File: src/rtl/key_conditioner.sv
// Two-channel push-button conditioner: synchronise, debounce, report press/release
// edges, flag long holds and auto-repeat while a long hold continues.
module key_conditioner #(
    parameter int unsigned DEBOUNCE_MS = 20,
    parameter int unsigned LONG_MS     = 1000,
    parameter int unsigned REPEAT_MS   = 200
) (
    input  logic       clk,
    input  logic       rst_n,
    input  logic       tick_i,
    input  logic [1:0] key_n_i,
    output logic [1:0] key_pulse_o,
    output logic [1:0] key_rel_o,
    output logic [1:0] key_long_o,
    output logic [1:0] key_level_o
);

    localparam int unsigned NUM_KEYS = 2;
    localparam int unsigned DB_W     = 8;
    localparam int unsigned HOLD_W   = 11;
    localparam int unsigned REP_W    = 11;

    localparam logic [DB_W-1:0]   DB_LAST   = DB_W'(DEBOUNCE_MS - 1);
    localparam logic [HOLD_W-1:0] HOLD_LAST = HOLD_W'(LONG_MS - 1);
    localparam logic [HOLD_W-1:0] HOLD_MAX  = HOLD_W'(LONG_MS);
    localparam logic [REP_W-1:0]  REP_LAST  = REP_W'(REPEAT_MS - 1);

    typedef enum logic [1:0] {
        ST_IDLE  = 2'd0,
        ST_PRESS = 2'd1,
        ST_LONG  = 2'd2
    } state_e;

    for (genvar i = 0; i < NUM_KEYS; i++) begin : g_chan

        logic [1:0]        sync_q,   sync_d;
        logic [DB_W-1:0]   db_cnt_q, db_cnt_d;
        logic              level_q,  level_d;
        state_e            state_q,  state_d;
        logic [HOLD_W-1:0] hold_q,   hold_d;
        logic [REP_W-1:0]  rep_q,    rep_d;
        logic              pulse_q,  pulse_d;
        logic              rel_q,    rel_d;
        logic              long_q,   long_d;

        logic              key_pressed;
        logic              toggle;
        logic              rise;
        logic              fall;

        // State register; synchroniser idles at 1 so a held key debounces afresh after reset.
        always_ff @(posedge clk or negedge rst_n) begin
            if (!rst_n) begin
                sync_q   <= 2'b11;
                db_cnt_q <= '0;
                level_q  <= 1'b0;
                state_q  <= ST_IDLE;
                hold_q   <= '0;
                rep_q    <= '0;
                pulse_q  <= 1'b0;
                rel_q    <= 1'b0;
                long_q   <= 1'b0;
            end else begin
                sync_q   <= sync_d;
                db_cnt_q <= db_cnt_d;
                level_q  <= level_d;
                state_q  <= state_d;
                hold_q   <= hold_d;
                rep_q    <= rep_d;
                pulse_q  <= pulse_d;
                rel_q    <= rel_d;
                long_q   <= long_d;
            end
        end

        // Debounce, then press/long/repeat sequencing on the debounced edges.
        always_comb begin
            sync_d      = {sync_q[0], key_n_i[i]};
            key_pressed = ~sync_q[1];
            db_cnt_d    = db_cnt_q;
            level_d     = level_q;
            toggle      = 1'b0;
            state_d     = state_q;
            hold_d      = hold_q;
            rep_d       = rep_q;
            pulse_d     = 1'b0;
            rel_d       = 1'b0;
            long_d      = long_q;

            if (key_pressed == level_q) begin
                db_cnt_d = '0;
            end else if (tick_i) begin
                if (db_cnt_q == DB_LAST) begin
                    toggle   = 1'b1;
                    level_d  = ~level_q;
                    db_cnt_d = '0;
                end else begin
                    db_cnt_d = db_cnt_q + DB_W'(1);
                end
            end

            rise = toggle & ~level_q;
            fall = toggle & level_q;

            case (state_q)
                ST_IDLE: begin
                    if (rise) begin
                        state_d = ST_PRESS;
                        hold_d  = '0;
                        pulse_d = 1'b1;
                    end
                end
                ST_PRESS: begin
                    if (fall) begin
                        state_d = ST_IDLE;
                        rel_d   = 1'b1;
                        long_d  = 1'b0;
                    end else if (tick_i) begin
                        if (hold_q == HOLD_LAST) begin
                            state_d = ST_LONG;
                            hold_d  = HOLD_MAX;
                            rep_d   = '0;
                            long_d  = 1'b1;
                            pulse_d = 1'b1;
                        end else begin
                            hold_d = hold_q + HOLD_W'(1);
                        end
                    end
                end
                ST_LONG: begin
                    // A release completing on a repeat tick wins; no repeat pulse then.
                    if (fall) begin
                        state_d = ST_IDLE;
                        rel_d   = 1'b1;
                        long_d  = 1'b0;
                    end else if (tick_i) begin
                        if (rep_q == REP_LAST) begin
                            rep_d   = '0;
                            pulse_d = 1'b1;
                        end else begin
                            rep_d = rep_q + REP_W'(1);
                        end
                    end
                end
                default: begin
                    state_d = ST_IDLE;
                    long_d  = 1'b0;
                end
            endcase
        end

        assign key_pulse_o[i] = pulse_q;
        assign key_rel_o[i]   = rel_q;
        assign key_long_o[i]  = long_q;
        assign key_level_o[i] = level_q;

    end : g_chan

endmodule : key_conditioner

File: config.mk
export PLATFORM = sky130hd
export DESIGN_NAME = key_conditioner
export DESIGN_NICKNAME = d
export VERILOG_FILES = /design/src/rtl/key_conditioner.sv
export SDC_FILE = /design/constraint.sdc
export NUM_CORES = 1
export LEC_CHECK = 0
export ABC_AREA = 1
export BUFFER_PORTS_ARGS = -buffer_cell sky130_fd_sc_hd__buf_2
export CAP_MARGIN = 25
export CORE_MARGIN = 1
export CORE_UTILIZATION = 50
export CTS_BUF_LIST = sky130_fd_sc_hd__clkbuf_4
export DETAILED_ROUTE_END_ITERATION = 7
export PLACE_DENSITY = 0.66
export SYNTH_ARGS = -nofsm -noshare
export SYNTH_HDL_FRONTEND = slang
export SYNTH_SLANG_ARGS = --single-unit
File: constraint.sdc
create_clock -name clk -period 3.56 [get_ports clk]
set_input_delay 0.178 -clock clk [delete_from_list [all_inputs] [get_ports clk]]
set_output_delay 0.178 -clock clk [all_outputs]
set_load 0.1 [all_outputs]
# After elaboration in Yosys (flattened, before gate mapping)
# Cells that the tools add are included.
# W data, S select, Z words.
word_totals:
  regBits: 76
  in_bits: 5
  output_inout_bits: 8
classes:
  addsub: 6
  n_eq_ne: 30
  muxes: 78
  bitwise_logic: 12
  n_reduce_logical: 20
op_table:
  columns: ["cell", "n"]
  rows:
  - ["$mux W11", 20]
  - ["$pmux W11 S2", 4]
  - ["$mux W8", 6]
  - ["$add A11 B1 Y11 const B", 4]
  - ["$mux W1", 32]
  - ["$ne A2 B2 Y1 const B", 14]
  - ["$reduce_and A4 Y1", 6]
  - ["$eq A11 B10 Y1 const B", 2]
  - ["$eq A11 B8 Y1 const B", 2]
  - ["$mux W2", 10]
  - ["$add A8 B1 Y8 const B", 2]
  - ["$eq A8 B5 Y1 const B", 2]
  - ["$ne A3 B3 Y1 const B", 4]
  - ["$pmux W1 S3", 4]
  - ["$pmux W2 S3", 2]
  - ["$reduce_and A6 Y1", 2]
  - ["$reduce_bool A2 Y1", 6]
  - ["$not A1 Y1", 8]
  - ["$reduce_and A3 Y1", 2]
  - ["$and A1 B1 Y1", 4]
  - ["$eq A2 B1 Y1 const B", 2]
  - ["$eq A2 B2 Y1 const B", 2]
  - ["$logic_not A2 Y1", 2]
  - ["$reduce_or A2 Y1", 2]
  - ["$eq A1 B1 Y1", 2]

# Longest topological paths before layout
# Gate-level depths: netlist (run 1).
logic_depth:
  word_depth: 7
  depth_mapped: 12
  mapped_depth_nobuf: 11

# Worst setup path after synthesis (run 1)
# OpenSTA, ideal clock, no wires.
synth_path:
  kind: "register -> register"
  from: "reg g_chan[0].hold_q[0]"
  to: "reg g_chan[0].rep_q[3]"
  setup_ps: 117
  t_arrival_ps: 1487
  required_time_ps: 3443
  path_slack_ps: 1956
  path_stages_with_launch: 12
  period_less_slack_ps: 1604
  path_cell_list: "dfrtp_1 -> ha_1 -> nand2_1 -> nor3_1 -> nand3_1 -> nand2_1 -> nand2_1 -> nor2_2 -> nand2_2 -> buf_6 -> nand2_1 -> nand2_1"
synth_via:
  elab_chain_cells: 3
synth_rtl:
  columns: ["item", "line", "rtl"]
  rows:
  - ["from (decl)", "40", "logic [HOLD_W-1:0] hold_q, hold_d;"]
  - ["from (signal assigned)", "68", "hold_q <= hold_d;"]
  - ["$eq A11 B10 Y1", "119", "if (hold_q == HOLD_LAST) begin"]
  - ["$ne A2 B2 Y1 (no source line)", null, null]
  - ["$reduce_and A6 Y1 (no source line)", null, null]
  - ["to (signal assigned)", "69", "rep_q <= rep_d;"]
  - ["to (decl)", "41", "logic [REP_W-1:0] rep_q, rep_d;"]
# Every way passes these cells.
# A chain may end at the register's enable or synchronous reset.

# Worst setup path after layout (run 1)
layout_path:
  from: "reg g_chan[0].hold_q[0]"
  to: "reg g_chan[0].rep_q[6]"
# Same word-level chain as after synthesis.

==> metrics, run 1 <==
part of the cycle the worst path needs 0.641; # rows 35; layout cells sized above 1 0.0937; die width 99.6 um; peak fanout along the critical path 12; ranking of synthesized cells by area dfrtp_1, nand2_1, nand3_1; Final Hold Viols 0; most common cell after layout, fill and taps aside nand2_1; GPL Wtd Cong 0.875; clock buffer count from CTS 9; WL/cell between 10 and 15 um; HP Start tick_i; max-slew violation count 0; clock sink count 76; post-synth cell types 34; sequential share of the synthesized area 0.400; final WL 9440 um; Routed Antenna Nets 0; initial antenna violation count 0; GRT Total Usage 0.208; #FFs+latches synth 76; Worst Skew 0.0156 ns; Initial Util 0.516; pin count of the biggest net entering global routing 77; register share of total power 0.456; Synth warnings 0; FF-to-FF End g_chan[0].rep_q[6]; kind of critical path reg2reg; Vias/cell 5.18; internal power 1.26 mW; Worst slew margin 0.618; Core ar. approximately 9200 um2; Overflow after GRT 0; Post-route DRC 0; die area 9920 um2; crit path capture type flip-flop; final setup violation count 0; clock latency at the later pin of the worst-skew pair 0.43 ns; Storage cell area 1910 um2; syn nets 660; CP Launch Type flip-flop; IO Port Bufs 12; Min-Delay Path Class in2reg; Post-CTS Setup Inserts 0; commonest non-fill, non-tap cells in the layout nand2_1, dfrtp_1, inv_1; dpl hpwl 6690 um; R2R setup slack 1.28 ns; fmax roughly 440 MHz; Mapped Cells 641; Ports 13; footprint of the multi-input gates around 2400 um2; design area 4990 um2; Hold EP g_chan[0].pulse_q; vias post-DR slightly above 4000; drt first pass iters 5; switching pwr 912 uW; Worst-Margin Slew between 0.5 and 0.6 ns; Pwr Density 434 nW/um2; CTS clock-pin slew for the worst setup and hold paths between 0.1 and 0.15 ns; r2r startpoint g_chan[0].hold_q[0]; Area Growth Syn to Fin 4.78%; Sw Ratio 0.421; CTS H-tree lvls 3; vias in the first global route 3794; clock power share 0.208; Post-Syn Area per Cell about 7.4 um2; CTS Buffer Depth 2; Combinational Power Share 0.336; hold path cells 3; die height between 90 and 100 um; first-pass GRT wire length approximately 17000 um; Lkg Pwr 2.38 nW; R2R depth 10; filler cell count between 900 and 1000; Final #Nets 665; DRT iter0 DRCs 214; CTS tree yes; Max VDD drop between 200 and 250 uV; Post-Syn Area 4760 um2; Synth area leader dfrtp_1; maxcap violations 0; RSZ-0062 raised after global routing no; status finished, final reports clean; Synth top area share 0.378; setup TNS 0 ns; Period minus WS final 2.28 ns; antenna cell count 0; CTS Root Buffer Type clkbuf_4; WP data required between 3 and 4 ns; dpl cell area 4820 um2; Arr. time, crit path 2.60 ns
==> timing repair <==
item	in CTS	in global routing
hold buffers	3	0
hold endpoints to repair	74	0
gates resized for setup	0	0
==> worst max-delay path: stages (launching register included) <==
cell	delay, ns
dfrtp_1	0.41
ha_1	0.22
nand2_1	0.06
nor3_1	0.21
nand3_1	0.16
nand2_1	0.12
nand2_1	0.07
nor2_2	0.45
nand2_2	0.29
nand2_1	0.12
nand2_1	0.05
==> cell usage after synthesis <==
library cell  number
xor2_1            20
nand2_1          197
nor2_4             2
or2_2              4
o21bai_1           4
nor2_1            48
nand3_2            2
inv_1             69
dfrtp_1           72
nand2_2            3
nand4_1           23
clkinv_1           1
nor3_1            17
o21ai_0           26
nor2_2             3
xnor2_1            6
a21oi_1           16
nand3_1           62
clkbuf_4           1
clkbuf_1           3
buf_6              5
nand2_4            2
o21ai_2            4
buf_4             10
o22ai_1            4
dfstp_2            4
buf_2              3
nand3_4            2
a31o_2             1
a21oi_2            2
inv_2              2
nand3b_1           8
a22o_2             1
ha_1              14
==> power groups by stage <==
stage	Combinational [mW]	Sequential, mW	Clock, mW
floorplan	0.654	0.989	0
global placement	0.703	1.00	0
detailed placement	0.726	1.01	0
CTS	0.731	0.989	0.475
global route	0.828	0.999	0.512
finish	0.728	0.988	0.451
==> layout make-up <==
type | instances | area share
Tap cell | 129 | 0.0323
Multi-Input combinational cell | 471 | 0.485
Inverter | 72 | 0.0541
Sequential cell | 76 | 0.382
Timing Repair Buffer | 16 | 0.0241
Clock inverter | 7 | 0.00877
Clock buffer | 9 | 0.0135
==> metrics by stage <==
step / setup WS [ns] / std cells / power (mW) / utilization / hold slack [ns]
6_report: 1.28 / 780 / 2.17 / 0.540 / 0.141
4_1_cts: 1.28 / 779 / 2.20 / 0.537 / 0.116
3_3_place_gp: 1.40 / 760 / 1.71 / 0.522 / 0.284
2_1_floorplan: 1.96 / 641 / 1.64 / - / -0.118
3_5_place_dp: 1.30 / 760 / 1.73 / 0.522 / 0.285
5_1_grt: 1.09 / 780 / 2.34 / 0.540 / 0.142
==> how the worst max path moves through the flow <==
stage	from	to	slack [ns]
after floorplan	g_chan[0].hold_q[0]	g_chan[0].rep_q[3]	1.96
after global placement	g_chan[0].hold_q[0]	g_chan[0].rep_q[6]	1.40
after detailed placement	g_chan[0].hold_q[0]	g_chan[0].rep_q[4]	1.30
after CTS	g_chan[0].hold_q[0]	g_chan[0].rep_q[6]	1.28
after global routing	g_chan[0].hold_q[0]	g_chan[0].rep_q[9]	1.09
final	g_chan[0].hold_q[0]	g_chan[0].rep_q[6]	1.28
==> routing by layer <==
| metal | global-route usage | part of all wire | up-vias |
|---|---|---|---|
| met5 | 0 | 0 | - |
| met4 | 0.0645 | 0.015 | 0 |
| met3 | 0.0464 | 0.026 | 13 |
| met2 | 0.366 | 0.49 | 59 |
| met1 | 0.254 | 0.46 | 1892 |
| li1 | - | - | 2073 |
==> flip-flops by register name, summed over array words and instances, names as in the netlist <==
signal / count
g_chan.db_cnt_q: 16
g_chan.hold_q: 22
g_chan.level_q: 2
g_chan.long_q: 2
g_chan.pulse_q: 2
g_chan.rel_q: 2
g_chan.rep_q: 22
g_chan.state_q: 4
g_chan.sync_q: 4
==> cells by family after synthesis <==
family | share of synthesized area
fa+ha+maj | 0.0368
compound gates | 0.0707
buf+inv | 0.0914
simple gates | 0.353
xor+xnor | 0.0478
flops | 0.400
No activity file was read; power rests on OpenSTA's default activity.
==> run 2: changes to the inputs <==
--- a/config.mk
+++ b/config.mk
@@ -12,7 +12,7 @@
 export CORE_UTILIZATION = 50
 export CTS_BUF_LIST = sky130_fd_sc_hd__clkbuf_4
 export DETAILED_ROUTE_END_ITERATION = 7
-export PLACE_DENSITY = 0.66
+export PLACE_DENSITY = 0.69
 export SYNTH_ARGS = -nofsm -noshare
 export SYNTH_HDL_FRONTEND = slang
 export SYNTH_SLANG_ARGS = --single-unit
==> constraint.sdc (replaced) <==
create_clock -name clk -period 2 [get_ports clk]
set_input_delay 0.1 -clock clk [delete_from_list [all_inputs] [get_ports clk]]
set_output_delay 0.1 -clock clk [all_outputs]
set_load 0.1 [all_outputs]
==> metrics, run 2 (same netlist as run 1, synthesis figures left out) <==
CP Launch Type flip-flop; Arr. time, crit path 2.18 ns (-0.42 ns); part of the cycle the worst path needs 0.902 (+0.262); setup TNS 0 ns (unchanged); Power Total 4.18 mW (+93%); commonest non-fill, non-tap cells in the layout nand2_1, dfrtp_1, inv_1; layout cells sized above 1 0.112 (+0.0181); final WL 9640 um (+2.1%); vias post-DR 4112 (+1.9%); WP buf/inv 2 (+2); WP data required 2.38 ns (-1.50 ns); HP Start tick_i; Max stage delay on crit path 0.39 ns (-0.06 ns); clock sink count 76 (unchanged); hold_ws 0.0488 ns (-0.0919 ns); final setup violation count 0 (unchanged); Pwr Density 815 nW/um2 (+88%); GRT Total Usage 0.211 (+0.00349); IO Port Bufs 12 (unchanged); drt first pass iters 4 (-1); Lkg Pwr 2.45 nW (+3.0%); Ports 13 (unchanged); filler cell count 871 (-5.1%); dpl cell area 4920 um2 (+2.0%); clock buffer count from CTS 9 (unchanged); Routed Antenna Nets 0 (unchanged); CTS clock-pin slew for the worst setup and hold paths 0.13 ns (about the same); CP dominant cell by count nand2_1; Top delay family on crit path simple AND/OR/NAND/NOR gates; dpl hpwl 6980 um (+4.4%); status finished, final reports clean; design area 5130 um2 (+2.9%); CTS Root Buffer Type clkbuf_4; biggest regs g_chan.hold_q x22, g_chan.rep_q x22, g_chan.db_cnt_q x16; Min-Delay Path Class in2reg; die height 99.6 um (unchanged); CTS H-tree lvls 3 (unchanged); Worst Setup SP g_chan[1].db_cnt_q[1]; crit path capture type flip-flop; Worst Skew 0.0225 ns (+0.00697 ns); r2r startpoint g_chan[1].db_cnt_q[1]; kind of critical path reg2reg; Vias/cell 5.20 (+0.44%); Core ar. 9240 um2 (unchanged); initial antenna violation count 0 (unchanged); RSZ-0062 raised after global routing no; WL/cell 12.2 um (+0.70%); Slowest cell on crit path dfrtp_1; CTS tree yes; Worst-Margin Slew 0.507 ns (-0.0669 ns); most common cell after layout, fill and taps aside nand2_1; GPL Wtd Cong 0.872 (-0.34%); Area Growth Syn to Fin 7.78%; maxcap violations 0 (unchanged); max-slew violation count 0 (unchanged); Final #Nets 676 (+1.7%); DRT iter0 DRCs 182 (-15%); Period minus WS final 1.80 ns (-0.476 ns); pin count of the biggest net entering global routing 37 (-52%); cell breakdown of the critical path ha_1, inv_1, nor2_1, nand2_1, nor2_4, nand3_2, a21oi_4, buf_4, nand4_1, nand2_1; clock latency at the later pin of the worst-skew pair 0.45 ns (+0.02 ns); fmax 554 MHz (+26%); Worst slew margin 0.662 (+0.0446); CTS Buffer Depth 2 (unchanged); first-pass GRT wire length 17000 um (+0.95%); Overflow after GRT 0 (unchanged); Max VDD drop 333 uV (+41%); die width 99.6 um (unchanged); die area 9920 um2 (unchanged); Initial Util 0.516 (unchanged); antenna cell count 0 (unchanged); peak fanout along the critical path 11 (-1); Final Hold Viols 0 (unchanged); # rows 35 (unchanged); Post-route DRC 0 (unchanged); vias in the first global route 4001 (+5.5%)
## run 2: cell types whose count changed in the layout (fill, tap and decap cells not counted), sizes merged
| cell | delta |
|---|---|
| buf | +11 |
| bufinv | +1 |
| clkinv | -2 |
| inv | +1 |
## run 2: area by class of cell
cell class | count | area, um2 | area share
clock buffer | 9 | 67.6 | 0.0132
inverter | 72 | 270 | 0.0526
timing repair buffer | 27 | 199 | 0.0388
tap | 129 | 161 | 0.0314
multi-input combinational | 471 | 2450 | 0.478
clock inverter | 7 | 75.1 | 0.0146
sequential | 76 | 1910 | 0.371
## run 2: final timing paths
kind | to | slack [ns] | cells after the start
worst max-delay path | g_chan[1].hold_q[0] | 0.20 | 10
worst min-delay path | g_chan[0].pulse_q | 0.05 | 3
worst max register to register | g_chan[1].hold_q[0] | 0.20 | 10
worst min register to register | g_chan[0].sync_q[1] | 0.37 | 0
max in group asynchronous | g_chan[0].sync_q[1] | 1.25 | 3
min in group asynchronous | g_chan[0].hold_q[9] | 0.14 | 2
## run 2: per-layer routing
layer / vias to the layer above / track usage / part of all wire
met1: 1947 / 0.259 / 0.47
li1: 2097 / - / -
met4: 0 / 0.0995 / 0.018
met2: 53 / 0.363 / 0.49
met5: - / 0 / 0
met3: 15 / 0.0358 / 0.021
## run 2: timing repair
item,4_1_cts,5_1_grt
hold endpoints to repair,59,0
resized for setup,0,8
hold buffers,3,0
setup endpoints to repair,0,37
setup buffers,0,1
## run 2: tightest hold or removal path, stage by stage
cell     delay, ns
buf_2         0.18
nand3_1       0.11
a21oi_1       0.06
## run 2: report_power, final
part	leakage, nW	switching, mW	internal [mW]
Clock	0.0702	0.591	0.384
Sequential	1.04	0.108	1.65
Combinational	1.34	1.01	0.442
Total	2.45	1.71	2.47
## run 2: through the flow
| stage | worst slack [ns] | utilization | std cells |
|---|---|---|---|
| floorplan | 0.396 | - | 641 |
| detailed placement | 0.109 | 0.532 | 771 |
| global route | 0.0174 | 0.556 | 791 |
| global placement | 0.150 | 0.532 | 771 |
| finish | 0.196 | 0.556 | 791 |
| CTS | 0.0794 | 0.551 | 790 |
==> run 3: changes to the inputs <==
--- a/config.mk
+++ b/config.mk
@@ -8,9 +8,10 @@
 export ABC_AREA = 1
 export BUFFER_PORTS_ARGS = -buffer_cell sky130_fd_sc_hd__buf_2
 export CAP_MARGIN = 25
-export CORE_MARGIN = 1
+export CORE_ASPECT_RATIO = 1.1
 export CORE_UTILIZATION = 50
 export CTS_BUF_LIST = sky130_fd_sc_hd__clkbuf_4
+export CTS_CLUSTER_DIAMETER = 80
 export DETAILED_ROUTE_END_ITERATION = 7
 export PLACE_DENSITY = 0.69
 export SYNTH_ARGS = -nofsm -noshare
==> metrics, run 3 (same netlist as run 1, synthesis figures left out) <==
setup TNS 0 ns (unchanged); dpl hpwl 6850 um (-1.9%); Period minus WS final 1.82 ns (+0.0186 ns); status finished, final reports clean; final WL 9320 um (-3.4%); Area Growth Syn to Fin 7.17%; GRT Total Usage 0.209 (-0.00202); WP data required 2.32 ns (-0.06 ns); Lkg Pwr 2.44 nW (-0.24%); die width 95.1 um (-4.6%); part of the cycle the worst path needs 0.911 (+0.00928); CTS Buffer Depth 2 (unchanged); max-slew violation count 0 (unchanged); kind of critical path reg2reg; GPL Wtd Cong 0.861 (-1.2%); Core ar. 9310 um2 (+0.70%); switching pwr 1.65 mW (-3.7%); Pwr Density 808 nW/um2 (-0.83%); CP Launch Type flip-flop; commonest non-fill, non-tap cells in the layout nand2_1, dfrtp_1, inv_1; most common cell after layout, fill and taps aside nand2_1; vias post-DR 4062 (-1.2%); die height 104 um (+4.8%); internal power 2.48 mW (+0.25%); Routed Antenna Nets 0 (unchanged); Combinational Power Share 0.345 (-0.002); # rows 37 (+5.7%); initial antenna violation count 0 (unchanged); DRT iter0 DRCs 142 (-22%); maxcap violations 0 (unchanged); register share of total power 0.425 (+0.005); CP dominant cell by count nand2_1; Post-route DRC 0 (unchanged); WL/cell 11.9 um (-2.0%); Vias/cell 5.21 (+0.18%); RSZ-0062 raised after global routing no; drt first pass iters 4 (unchanged); CTS clock-pin slew for the worst setup and hold paths 0.13 ns (about the same); vias in the first global route 3855 (-3.6%); antenna cell count 0 (unchanged); WP buf/inv 0 (-2); cell breakdown of the critical path ha_1, nand2_1, nor3_1, nand3_1, nand2_1, nand2_1, nor2_2, nand2_2, nand2_1, nand2_1; Final #Nets 677 (+0.15%); Ports 13 (unchanged); peak fanout along the critical path 11 (unchanged); Final Hold Viols 0 (unchanged); IO Port Bufs 12 (unchanged); clock latency at the later pin of the worst-skew pair 0.42 ns (-0.03 ns); fmax 549 MHz (-1.0%); Initial Util 0.512 (-0.00360); first-pass GRT wire length 16800 um (-1.1%); final setup violation count 0 (unchanged); clock sink count 76 (unchanged); layout cells sized above 1 0.109 (-0.00319); clock buffer count from CTS 9 (unchanged); Worst slew margin 0.625 (-0.0372); CTS tree yes; CTS H-tree lvls 3 (unchanged); CTS Root Buffer Type clkbuf_4; clock power share 0.230 (-0.003); Overflow after GRT 0 (unchanged); Min-Delay Path Class in2reg; Worst Skew 0.0125 ns (-0.0101 ns); pin count of the biggest net entering global routing 43 (+16%); Max stage delay on crit path 0.41 ns (+0.02 ns); biggest regs g_chan.hold_q x22, g_chan.rep_q x22, g_chan.db_cnt_q x16; Sw Ratio 0.399 (-0.00980); die area 9920 um2 (about the same); Max VDD drop 428 uV (+28%); Post-CTS Setup Inserts 0 (unchanged); hold_ws 0.131 ns (+0.0818 ns); crit path capture type flip-flop; Arr. time, crit path 2.14 ns (-0.04 ns); Top delay family on crit path simple AND/OR/NAND/NOR gates; Slowest cell on crit path dfrtp_1; Worst-Margin Slew 0.562 ns (+0.0559 ns)
-- run 3: cell types whose count changed in the layout (fill, tap and decap cells not counted), sizes merged --
cell      previous run  this run
clkinvlp             2         3
clkinv               4         2
clkbuf               9        10
buf                 24        25
-- run 3: power groups by stage --
stage | Clock (mW) | Combinational [mW] | Sequential, mW
after floorplan | 0 | 1.16 | 1.76
after global placement | 0 | 1.37 | 1.78
after detailed placement | 0 | 1.39 | 1.78
after CTS | 0.990 | 1.40 | 1.75
after global routing | 1.06 | 1.63 | 1.78
final | 0.949 | 1.42 | 1.75
-- run 3: area by class of cell --
type	count	area (um2)
fillers	916	4200
clock inverters	6	65.1
flip-flops and latches	76	1910
clock buffers	10	75.1
inverters	72	270
multi-input cells	471	2440
repair buffers	28	203
well taps	117	146
-- run 3: tightest hold or removal path: cells and delay by family --
kind | cells | cell delay, ns
AOI/OAI and AO/OA | 1 | 0.06
buffers and inverters | 2 | 0.28
and+or+nand+nor | 1 | 0.09
-- run 3: per-stage QoR --
step	utilization	power, mW	setup slack, ns	std cells	cell area [um2]
2_1_floorplan	-	2.92	0.396	641	4760
3_3_place_gp	0.528	3.14	0.245	761	4920
3_5_place_dp	0.528	3.17	0.185	761	4920
4_1_cts	0.547	4.15	0.160	780	5090
5_1_grt	0.549	4.47	0.000714	780	5100
6_report	0.549	4.13	0.177	780	5100
-- run 3: path summary, 6_finish.rpt --
kind                                     start                    end  slack (ns)  cells past startpoint
max in group asynchronous                rst_n    g_chan[0].sync_q[1]        1.19                      3
hold / removal                          tick_i      g_chan[0].pulse_q        0.13                      4
setup / recovery           g_chan[0].hold_q[0]     g_chan[0].rep_q[5]        0.18                     10
min in group asynchronous                rst_n  g_chan[1].db_cnt_q[7]        0.20                      2
setup reg to reg           g_chan[0].hold_q[0]     g_chan[0].rep_q[5]        0.18                     10
hold reg to reg            g_chan[1].sync_q[0]    g_chan[1].sync_q[1]        0.36                      0
-- run 3: timing repair --
item,4_1_cts,5_1_grt
hold endpoints to repair,40,0
gates resized for setup,0,3
hold buffers,3,0
setup endpoints to repair,0,18
-- run 3: layer usage --
layer | vias to the layer above | share of wire | global-route usage
li1 | 2095 | - | -
met1 | 1928 | 0.47 | 0.263
met2 | 31 | 0.50 | 0.358
met3 | 8 | 0.019 | 0.0409
met4 | 0 | 0.012 | 0.0617
met5 | - | 0 | 0
